--- src/rtl/fault_reaction_ctrl.sv ---
// Fault reaction controller: registers safety-monitor alarms, latches fault masks, raises an IRQ
// and escalates to a system reset request on ack timeout. Optional macro: FRC_FAULT_INJECT_EN.
module fault_reaction_ctrl #(
   parameter int unsigned ACK_TIMEOUT   = 1024,
   parameter int unsigned RST_PULSE_LEN = 16,
   parameter int unsigned CNT_W         = 8
) (
   input  logic             clk,
   input  logic             rst,
   input  logic             sf_error_alarm_i,
   input  logic [4:0]       sf_error_code_i,
`ifdef FRC_FAULT_INJECT_EN
   input  logic [4:0]       inject_i,
`endif
   input  logic             irq_ack_i,
   output logic             irq_o,
   output logic             safe_state_o,
   output logic             sys_rst_req_o,
   output logic [4:0]       first_code_o,
   output logic [4:0]       accum_code_o,
   output logic [CNT_W-1:0] fault_cnt_o,
   output logic [1:0]       state_o
);

   // One timer serves both the ack timeout in ALERT and the pulse length in RST_REQ.
   localparam int unsigned TmrMax = (ACK_TIMEOUT > RST_PULSE_LEN) ? ACK_TIMEOUT : RST_PULSE_LEN;
   localparam int unsigned TmrW   = $clog2(TmrMax) + 1;

   typedef enum logic [1:0] {
      StIdle   = 2'b00,
      StAlert  = 2'b01,
      StSafe   = 2'b10,
      StRstReq = 2'b11
   } state_e;

   state_e            state_q, state_d;
   logic              alarm_q;
   logic [4:0]        code_q;
   logic [4:0]        act, act_prev_q;
   logic              detect, fault_evt;
   logic              alert_timeout, pulse_done;
   logic              irq_q, irq_d;
   logic              safe_q, safe_d;
   logic              rst_req_q, rst_req_d;
   logic [4:0]        first_q, first_d;
   logic [4:0]        accum_q, accum_d;
   logic [CNT_W-1:0]  cnt_q, cnt_d;
   logic [TmrW-1:0]   timer_q, timer_d;

`ifdef FRC_FAULT_INJECT_EN
   logic [4:0] inject_q;

   always_ff @(posedge clk) begin
      if (!rst) begin
         inject_q <= 5'h00;
      end else begin
         inject_q <= inject_i;
      end
   end

   assign act = ~code_q | inject_q;
`else
   assign act = ~code_q;
`endif

   assign detect        = ~alarm_q | (|act);
   // An event is a newly alarming mechanism, counted once per cycle regardless of bit count.
   assign fault_evt     = |(act & ~act_prev_q);
   assign alert_timeout = (timer_q == TmrW'(ACK_TIMEOUT - 1));
   assign pulse_done    = (timer_q == TmrW'(RST_PULSE_LEN - 1));

   // State register and datapath registers
   always_ff @(posedge clk) begin
      if (!rst) begin
         alarm_q    <= 1'b1;
         code_q     <= 5'h1F;
         act_prev_q <= 5'h00;
         state_q    <= StIdle;
         irq_q      <= 1'b0;
         safe_q     <= 1'b0;
         rst_req_q  <= 1'b0;
         first_q    <= 5'h00;
         accum_q    <= 5'h00;
         cnt_q      <= '0;
         timer_q    <= '0;
      end else begin
         alarm_q    <= sf_error_alarm_i;
         code_q     <= sf_error_code_i;
         act_prev_q <= act;
         state_q    <= state_d;
         irq_q      <= irq_d;
         safe_q     <= safe_d;
         rst_req_q  <= rst_req_d;
         first_q    <= first_d;
         accum_q    <= accum_d;
         cnt_q      <= cnt_d;
         timer_q    <= timer_d;
      end
   end

   // Next-state logic; ack takes priority over a coincident timeout.
   always_comb begin
      state_d = state_q;
      unique case (state_q)
         StIdle: begin
            if (detect) state_d = StAlert;
         end
         StAlert: begin
            if (irq_ack_i)          state_d = StSafe;
            else if (alert_timeout) state_d = StRstReq;
         end
         StSafe:   state_d = StSafe;
         StRstReq: state_d = StRstReq;
         default:  state_d = StIdle;
      endcase
   end

   // Output and timer next values
   always_comb begin
      irq_d     = irq_q;
      safe_d    = safe_q;
      rst_req_d = rst_req_q;
      first_d   = first_q;
      timer_d   = timer_q;
      accum_d   = accum_q | act;
      cnt_d     = cnt_q;
      if (fault_evt && (cnt_q != {CNT_W{1'b1}})) cnt_d = cnt_q + CNT_W'(1);

      unique case (state_q)
         StIdle: begin
            if (detect) begin
               irq_d   = 1'b1;
               first_d = act;
               timer_d = '0;
            end
         end
         StAlert: begin
            if (irq_ack_i) begin
               irq_d  = 1'b0;
               safe_d = 1'b1;
            end else if (alert_timeout) begin
               irq_d     = 1'b0;
               rst_req_d = 1'b1;
               timer_d   = '0;
            end else begin
               timer_d = timer_q + TmrW'(1);
            end
         end
         StRstReq: begin
            if (rst_req_q) begin
               if (pulse_done) rst_req_d = 1'b0;
               else            timer_d   = timer_q + TmrW'(1);
            end
         end
         default: ;
      endcase
   end

   assign irq_o         = irq_q;
   assign safe_state_o  = safe_q;
   assign sys_rst_req_o = rst_req_q;
   assign first_code_o  = first_q;
   assign accum_code_o  = accum_q;
   assign fault_cnt_o   = cnt_q;
   assign state_o       = state_q;

endmodule
--- config.mk ---
export PLATFORM = sky130hd
export DESIGN_NAME = fault_reaction_ctrl
export DESIGN_NICKNAME = d
export VERILOG_FILES = /design/src/rtl/fault_reaction_ctrl.sv
export SDC_FILE = /design/constraint.sdc
export NUM_CORES = 1
export LEC_CHECK = 0
export ABC_AREA = 0
export ABC_CLOCK_PERIOD_IN_PS = 2000
export BUFFER_PORTS_ARGS = -buffer_cell sky130_fd_sc_hd__buf_4
export CAP_MARGIN = 20
export CORE_AREA = 2 2 53 92
export DETAILED_ROUTE_END_ITERATION = 12
export DIE_AREA = 0 0 55 94
export GPL_TIMING_DRIVEN = 0
export PLACE_DENSITY = 0.66
export SYNTH_ARGS = -nofsm -noshare
export SYNTH_HDL_FRONTEND = slang
export SYNTH_SLANG_ARGS = --single-unit
--- constraint.sdc ---
create_clock -name clk -period 2 [get_ports clk]
set_input_delay 0 -clock clk [delete_from_list [all_inputs] [get_ports clk]]
set_output_delay 0 -clock clk [all_outputs]
set_load 0.05 [all_outputs]
==> After elaboration in Yosys (flattened, before gate mapping) <==
Cells that the tools add are included.
{ "op_classes": {"n_addsub": 2, "mul": 0, "div": 0, "order_cmp": 0, "n_eq_ne": 12, "shift": 0, "muxes": 19, "bitwise_logic": 6, "n_reduce_logical": 13} }
{ "ops": {"columns": ["op", "count"], "rows": [
  ["$mux W11", 5],
  ["$pmux W11 S3", 1],
  ["$add A11 B1 Y11 const B", 1],
  ["$eq A11 B10 Y1 const B", 1],
  ["$eq A11 B4 Y1 const B", 1],
  ["$ne A2 B2 Y1 const B", 5],
  ["$not A5 Y5", 2],
  ["$reduce_or A5 Y1", 2],
  ["$add A8 B1 Y8 const B", 1],
  ["$ne A8 B8 Y1 const B", 1],
  ["$pmux W2 S4", 1],
  ["$mux W1", 7],
  ["$mux W2", 3],
  ["$reduce_and A2 Y1", 3],
  ["$reduce_and A3 Y1", 2],
  ["$and A5 B5 Y5", 1],
  ["$or A5 B5 Y5", 1],
  ["$reduce_and A5 Y1", 1],
  ["$eq A2 B2 Y1 const B", 2],
  ["$pmux W1 S2", 2],
  ["$reduce_bool A2 Y1", 2],
  ["$ne A3 B3 Y1 const B", 1],
  ["$reduce_bool A3 Y1", 1],
  ["$eq A2 B1 Y1 const B", 1],
  ["4 further kinds", 4]
]} }
{ "totals": {"ff_bits": 45, "latchBits": 0, "mem_bits_rw": 0, "romBits": 0, "input_bits": 9, "output_inout_bits": 23, "elab_cells": 63, "memories": 0} }

==> Depth between registers and ports, before layout <==
Gate-level depths: netlist of the first run.
{ "logic_depth": {"word_depth": 5, "depth_mapped": 8, "ltp_nobuf": 6} }

==> Worst setup path before layout of the first run <==
No wires, ideal clock.
{ "synth_timing": {"kind": "reg2reg", "from": "reg state_q[1], in the netlist state_o[1]", "to": "reg timer_q[7]", "setup_ps": 66, "arrival_ps": 1935, "t_required_ps": 1934, "path_slack_ps": -1, "path_stages_with_launch": 6, "path_buffers": 0, "period_less_slack_ps": 2001, "path_cell_list": "dfxtp_1 -> nand3b_1 -> o221ai_2 -> a21o_1 -> or4_2 -> a21oi_2"} }
{ "synth_via": {"elab_chain_cells": 3, "word_cells_on_any_way": 10, "cone_classes": "6 x eq/ne; 1 x mux; 3 x reduce/logical"} }
{ "synth_lines": {"columns": ["element", "line_no", "source"], "rows": [
  ["from (decl)", "36", "state_e state_q, state_d;"],
  ["from (signal assigned)", "78", "state_q <= StIdle;"],
  ["from (signal assigned)", "90", "state_q <= state_d;"],
  ["$eq A2 B2 Y1, or another cell as far along", "129", "unique case (state_q)"],
  ["$ne A2 B2 Y1 (no line) or $reduce_bool A3 Y1 (tied branches)", null, null],
  ["$reduce_and A5 Y1 (no line)", null, null],
  ["to (signal assigned)", "97", "timer_q <= timer_d;"],
  ["to (decl)", "48", "logic [TmrW-1:0] timer_q, timer_d;"]
]} }
Parallel ways exist; a longest one is shown, timed or not.
A chain may end at the register's enable or synchronous reset.

==> Worst setup path in the final report of the first run <==
{ "layout_timing": {"from": "reg timer_q[5]", "to": "reg timer_q[1]"} }
{ "layout_via": {"elab_chain_cells": 4, "word_cells_on_any_way": 7, "cone_classes": "3 x eq/ne; 3 x mux; 1 x reduce/logical"} }
{ "layout_lines": {"columns": ["element", "line_no", "source"], "rows": [
  ["$eq A11 B10 Y1", "69", "assign alert_timeout = (timer_q == TmrW'(ACK_TIMEOUT - 1));"],
  ["$mux W11", "141", "end else if (alert_timeout) begin"],
  ["$mux W11", "138", "if (irq_ack_i) begin"],
  ["$pmux W11 S3", "129", null]
]} }
Parallel ways exist; a longest one is shown, timed or not. The select of a mux whose other input is x is not followed.

==> results.txt, run 1 <==
The flow ran to the end, and the final reports show no timing, DRC or antenna violations. Before CTS, the worst setup slack after placement is 0.04294 ns. The logs give 5170 um^2 for the area of the die and 16.94% for the global-route usage over all layers. The TritonCTS buffer count was 5; the area added between synthesis and finish was 26.88%. The arrival time reported for the critical path endpoint was 2.11 ns. Once layout is complete, the utilization of the core stands at 52.84%. The remaining antenna violation count after routing is 0, and the floorplan die height is 94 um.

Number of antenna violations at the first check in global routing: 0. Synthesis produced a netlist whose cell count is 197. Cell with the most instances after synthesis: sky130_fd_sc_hd__dfxtp_1.

The portion of synthesized area spent on multiplexers is 2.183%. Power spread over the standard cell area amounts to 904.9 nW/um^2. The run gives 0.008102 ns as the worst-case clock skew. Path class of the lowest-slack min-delay path: in -> reg. The via density per instance is 5.297, and the total DRC errors in the routed layout is 0.

The synthesized netlist devotes 1.364% of its cell area to adder and majority cells. TritonCTS built the clock tree. The peak ir drop on the vdd network is 673.1 uV, and the clock share of power is 33.4%. The tools report the headroom to the max-slew limit as 59.86%. For this run, the slowest stage of the critical path takes 0.51 ns. The synthesized netlist devotes 2.387% of its cell area to XOR and XNOR gates. Entering global routing, the biggest net connects 14 pins. The number of different library cells used by synthesis comes to 42.

Timing would allow up to 519.5 MHz. The H-tree was split into 2 levels. Last element of the critical path: timer_q[1].

The share of flip-flops with an asynchronous set or reset after synthesis came out at 0%. Switching power as a share of total power: 28.36%. Combinational logic burns 19.6% of the power. The first global-routing pass estimated 6.320 mm of wire. The tools report the number of filler cells placed in the layout as 437. In the final layout, the share of cells above drive strength 1 is 27.27%.

Across the whole layout, storage elements account for 903.4 um^2. Setup repair after global routing could not meet its margin everywhere. 32 I/O pins were placed. The count of clock tree sinks is 45.

The data required time of the critical path was 2.19 ns. By area the synthesized netlist is led by sky130_fd_sc_hd__dfxtp_1 49%, sky130_fd_sc_hd__a21oi_1 4.6%, sky130_fd_sc_hd__nor2_1 4.5%, sky130_fd_sc_hd__or3_2 3.3%, sky130_fd_sc_hd__nand2b_1 2.7%. The net count of the mapped netlist came out at 208. Dividing the detail-routed wire length by the instance count gives 13.60 um.

The max-slew violation count was 0; the share of total power in sequential cells was 47.0%. After floorplanning, the core was divided into 32 placement rows. Yosys printed 0 warnings. Routability-driven placement finished with a final weighted congestion of 0.7768.

CTS placed an instance of sky130_fd_sc_hd__clkbuf_8 at the clock tree root. Across all setup checks in the final design, the least slack found is 0.07521 ns. The total detailed-routing wirelength is 3.984 mm. After global routing the overflow that remains totals 0. Reg-to-reg critical path endpoint: timer_q[1]. The via count of the first global-routing pass is 1441. The run gives 1834 um^2 as the synthesized area. The tools report the clock network latency to the later pin of the worst-skew pair as 0.29 ns. The category of the critical setup timing path was reg -> reg. During placement, the flow inserted port buffers numbering 31. The area share of the largest cell type after synthesis was 49.11%. The run gives 0.08 ns as the reg-to-reg setup timing slack.

The startpoint identified for the worst register-to-register timing path is timer_q[5]. The final-stage net count is 252, and the placeable core region is 4404 um^2. Total power: 2.106 mW.

The tools report the endpoint type of the worst setup path as a register. The run gives 41.65% as the starting utilization of the core area. In the synthesized netlist the dominant register cell turns out to be sky130_fd_sc_hd__dfxtp_1.

A synthesized cell averages 9.311 um^2. The number of synthesized flops with an enable pin works out to 0. Ranked by instance count, the synthesized netlist is headed by 45 x sky130_fd_sc_hd__dfxtp_1, 22 x sky130_fd_sc_hd__nor2_1, 17 x sky130_fd_sc_hd__a21oi_1. The shortest period the worst path allows is 1.925 ns, and the path depth of the worst reg2reg path is 7.

Summing the sequential cell areas from Yosys gives 49.11% of the chip area. The switching power total is 597.1 uW, and the estimated wirelength of the detail-placed design is 2.972 mm. The repair_antennas step left the layout with diodes totalling 0. The detailed router finished its first iteration with 25 violations. After layout, the worst path uses 96.24% of the clock period.

For this design the static power due to leakage is 0.9449 nW. The largest total area in the synthesized netlist belongs to sky130_fd_sc_hd__dfxtp_1. Walking the worst path, the cells encountered are or3_2 > o31ai_4 > a21o_1 > buf_6 > buf_12 > mux2i_1 > nor2_1. Of the total synthesized cell area, the portion taken by AND, OR, NAND and NOR gates is 21.08%. Internal power comes to 1.509 mW. The first-pass iteration count of the detailed router is 4. The dominant combinational cell family by area after synthesis was simple AND/OR/NAND/NOR gates. The tools report the worst setup path startpoint as timer_q[5]. Of all nets on the critical path, the largest fanout is 10. Summing the areas of all compound-gate instances in the mapped netlist gives 18.14% of the synthesized area. Setup violations remaining at the end of the flow were counted as 0. The detailed router placed 1552 vias in this run. The tools report the nature of the critical path startpoint as a register. Synthesis inferred 45 register bits.

Clock-pin slew was measured on the worst setup and hold paths at 0.08 ns. The transition time of the tightest slew-check pin is 0.5993 ns, and the max capacitance violation total is 0. The horizontal extent of the die works out to 55 um. The area of combinational cells with multiple inputs was 845.8 um^2. The final hold violation count is 0, and the maximum count of clock buffers along a single path is 2. For this design, the slowest cell found on the critical path is sky130_fd_sc_hd__or3_2.
cell type report:
cell class,count,share of cell area (%)
flip-flops and latches,45,38.82
multi-input cells,135,36.34
repair buffers,37,12.58
clock buffers,7,3.710
plain buffers,7,2.903
well taps,51,2.742
inverters,10,1.613
clock inverters,1,1.290
cells in the final DEF (no fill, tap or decap), drive strengths merged, types with 2 or more instances in the layout:
cell          n
nand3b        2
clkbuf       11
nor3          4
and2          2
a211oi        4
nand4         2
ha            2
or4           3
nand3         4
or3           8
a2111oi       2
o21ai        10
inv          10
a31oi         3
nor2         22
dlygate4sd3   6
o31ai         4
nand2b        8
and3          5
a21oi        21
buf          34
xnor2         4
o22ai         2
nand2        11
mux2i         4
dfxtp        45
metal layers:
metal  global-route usage (%)  vias up  routed length (um)
li1                         -      789                   -
met1                    16.92      719                1523
met2                    31.45       37                2246
met3                    3.344        7                 135
met4                    7.317        0                  79
met5                        0        -                   0
critical path: cells and delay by family (launching register included):
family / cells / cell delay (ns)
AOI/OAI and AO/OA: 2 / 0.45
buffers and inverters: 2 / 0.28
DFF: 1 / 0.35
muxes: 1 / 0.18
and+or+nand+nor: 2 / 0.56
through the flow:
step / std cells / TNS, ns / hold slack [ns] / area, um^2
after floorplan: 197 / 0 / 0.1015 / 1836
after CTS: 293 / 0 / 0.005454 / 2308
after global placement: 279 / 0 / 0.1851 / 2132
after detailed placement: 279 / 0 / 0.1880 / 2132
final: 293 / 0 / 0.009914 / 2327
after global routing: 293 / -0.01757 / 0.005974 / 2327
how the worst min path moves through the flow:
stage | start | to | slack (ns) | depth (start not counted)
after floorplan | sf_error_alarm_i | alarm_q | 0.10 | 1
after global placement | sf_error_code_i[4] | code_q[4] | 0.19 | 2
after detailed placement | sf_error_code_i[4] | code_q[4] | 0.19 | 2
after CTS | rst | fault_cnt_o[5] | 0.005 | 3
after global routing | rst | fault_cnt_o[7] | 0.006 | 3
final | rst | fault_cnt_o[5] | 0.01 | 3
sequential cells by signal, indices dropped and copies added (netlist names), 2 cells and up:
| name | cells |
|---|---|
| accum_code_o | 5 |
| act_prev_q | 5 |
| code_q | 5 |
| fault_cnt_o | 8 |
| first_code_o | 5 |
| state_o | 2 |
| timer_q | 11 |
cells by family (layout without fill, tap and decap cells):
logic type	Yosys count	count (layout)
muxes	4	4
DFF	45	45
buffers and inverters	17	62
AOI/OAI and AO/OA	51	51
and+or+nand+nor	73	73
adders and majority gates	2	2
xor gates and xnor gates	5	5
power groups by stage:
stage,clock network (mW),logic [mW],registers (mW)
after floorplan,0,0.177,1.12
after global placement,0,0.404,1.01
after detailed placement,0,0.406,1.01
after CTS,0.721,0.416,0.990
after global routing,0.756,0.447,0.998
final,0.702,0.414,0.990
timing repair:
| item | 4_1_cts | 5_1_grt |
|---|---|---|
| setup buffers | 0 | 0 |
| setup endpoints to repair | 0 | 11 |
| gates resized for setup | 0 | 5 |
| hold buffers | 6 | 0 |
| endpoints found under the hold margin | 6 | 0 |
(Power assumes the default switching activity.)
==> run 2: changes to the inputs <==
--- a/config.mk
+++ b/config.mk
@@ -14,6 +14,7 @@
 export DIE_AREA = 0 0 55 94
 export GPL_TIMING_DRIVEN = 0
 export PLACE_DENSITY = 0.66
+export SETUP_SLACK_MARGIN = 0.1
 export SYNTH_ARGS = -nofsm -noshare
 export SYNTH_HDL_FRONTEND = slang
 export SYNTH_SLANG_ARGS = --single-unit
==> results.txt, run 2 (same netlist as run 1, synthesis figures left out) <==
Fill cells in the final layout number 430. The tools report the estimated wirelength of the detail-placed design as 2.910 mm. Worst setup path startpoint: timer_q[4]. The total negative slack is 0 ns, and the transition time of the tightest slew-check pin is 0.5560 ns.

In this run the standard cell core region covers 4404 um^2. Counting flops per register, the top entry is timer_q. The run gives 0.30 ns as the clock network latency to the later pin of the worst-skew pair. In this run the clock root is driven by a sky130_fd_sc_hd__clkbuf_8. In this run the critical register-to-register path is launched from timer_q[4].

During I/O placement, the number of pins put on the boundary was 32. The layout cell share with drive strength beyond 1 works out to 31.33%. The via density per instance works out to 5.243. The reg-to-reg setup timing slack came out at 0.14 ns. The first-pass GRT wire length is 6.589 mm, and the antenna cell count is 0. The H-tree was split into 2 levels. The worst pin sits at a relative slew slack of 61.98%. The max-slew violation count was 0. The maximum count of clock buffers along a single path was 2; the floorplan die height was 94 um. In the final routed layout, each cell accounts on average for 13.82 um.

After clock tree synthesis, the clock-pin slew on the worst setup and hold paths is 0.08 ns. After the flow finishes, the layout carries non-filler instances totaling 300. The area growth from synthesis to layout is 31.79%.

For the final-stage net count, the log shows 259. The total power per unit cell area was 884.8 nW/um^2; the number of I/O port buffers was 31. In the routed design, unresolved DRC markers number 0.

The tools report the TritonCTS buffer count as 5. TritonCTS built the clock tree. Last element of the critical path: timer_q[1]. The worst-path maximum fanout is 6.

The number of cells on the worst reg-to-reg path is 7. The number of antenna violations at the first check in global routing was 0; the routed via count was 1573. Reg-to-reg critical path endpoint: timer_q[1]. The worst setup path is launched from a register. Area of the die: 5170 um^2. Leaving out fill and tap cells, the most frequent cell in the layout is sky130_fd_sc_hd__dfxtp_1. Entering global routing, the biggest net connects 14 pins. For the final database, setup skew stands at 0.005204 ns.

The tools report the global-route congestion overflow total as 0. The library cells used most frequently in the layout, excluding fill and tap cells, are 39 x sky130_fd_sc_hd__dfxtp_1, 35 x sky130_fd_sc_hd__buf_4, 21 x sky130_fd_sc_hd__nor2_1. CTS saw 45 sinks.

STA classifies the critical path endpoint as a register. The run finished with clean final reports. The run gives 0.9841 nW as the leakage power total. Once placement completed, the tool counted placed cells totaling 279. The remaining antenna violation count after routing is 0, and the horizontal extent of the die is 55 um. The logs give 582.6 uV for the peak ir drop on the vdd network and 2.20 ns for the data required time of the critical path.

The peak clock frequency supported by timing was 537.3 MHz. The tools report the final hold violation count as 0. The worst path needs 1.861 ns of the cycle, external delays included.

The global-route usage over all layers came out at 17.90%. The first-iteration detailed-routing DRC count was 23. The floorplan has 32 rows. At the end of routability-driven placement, the weighted congestion stood at 0.7910. Measured on the finished design, the core utilization comes to 54.89%. Dividing the final minimum period by the clock period gives 93.05%. Via count of the first global-routing pass: 1522.

Category of the critical setup timing path: reg -> reg. The starting utilization of the core area is 41.65%, and the total detailed-routing wirelength is 4.147 mm. Setup repair after global routing could not meet its margin everywhere. Max capacitance violation total: 0. The final setup violation count was 0; the flip-flop count of the largest register, all copies and words added was 11. Arrival time reported for the critical path endpoint: 2.06 ns. In this run the worst hold path is classified as in -> reg. The first detailed-routing pass ran for 4 iterations.
run 2: through the flow:
stage                     cell area (um^2)  power [mW]  worst slack [ns]  hold slack, ns
final                                 2417       2.139            0.1390        0.009870
after global routing                  2417       2.245           0.06221         0.02651
after CTS                             2360       2.142           0.09117        0.009233
after detailed placement              2133       1.417           0.06642          0.1877
after global placement                2133       1.415           0.04892          0.1838
after floorplan                       1837       1.299            0.1672          0.1015
run 2: worst min-delay path by stage:
| stage | startpoint | endpoint | cells after the start | slack (ns) |
|---|---|---|---|---|
| 6_report | irq_ack_i | irq_o | 3 | 0.01 |
| 5_1_grt | irq_ack_i | irq_o | 3 | 0.03 |
| 4_1_cts | irq_ack_i | irq_o | 3 | 0.009 |
| 3_5_place_dp | sf_error_code_i[3] | code_q[3] | 2 | 0.19 |
| 3_3_place_gp | sf_error_code_i[2] | code_q[2] | 2 | 0.18 |
| 2_1_floorplan | sf_error_alarm_i | alarm_q | 1 | 0.10 |
run 2: final cells by class:
class	count	area [um^2]	share of cell area, %
timing repair buffer	44	362.8	15.01
tap	51	63.81	2.640
sequential	45	910.9	37.68
multi-input combinational	135	858.3	35.51
buffer	7	67.56	2.795
clock buffer	7	86.33	3.571
inverter	10	37.54	1.553
clock inverter	1	30.03	1.242
run 2: power by group:
part / leakage (nW) / internal [mW] / switching (mW)
sequential: 0.372 / 0.946 / 0.0425
clock: 0.0585 / 0.407 / 0.300
combinational: 0.554 / 0.177 / 0.266
total: 0.984 / 1.53 / 0.609
run 2: critical path, cell delays in order (launching register included):
cell                      delay [ns]
sky130_fd_sc_hd__dfxtp_2        0.33
sky130_fd_sc_hd__or4_4          0.54
sky130_fd_sc_hd__o31ai_4        0.21
sky130_fd_sc_hd__a21o_1         0.20
sky130_fd_sc_hd__buf_6          0.15
sky130_fd_sc_hd__buf_12         0.11
sky130_fd_sc_hd__mux2i_1        0.17
sky130_fd_sc_hd__nor2_1         0.05
run 2: timing repair:
item	4_1_cts	5_1_grt
hold buffers	7	0
setup endpoints to repair	3	14
cloned	1	1
gates resized for setup	5	7
pin swaps	2	5
setup buffers	2	2
hold endpoints to repair	8	0
run 2: layer usage:
layer | track usage [%] | wire length (um)
met1 | 17.37 | 1559
met2 | 33.23 | 2344
met3 | 3.822 | 130
met4 | 8.333 | 112
met5 | 0 | 0
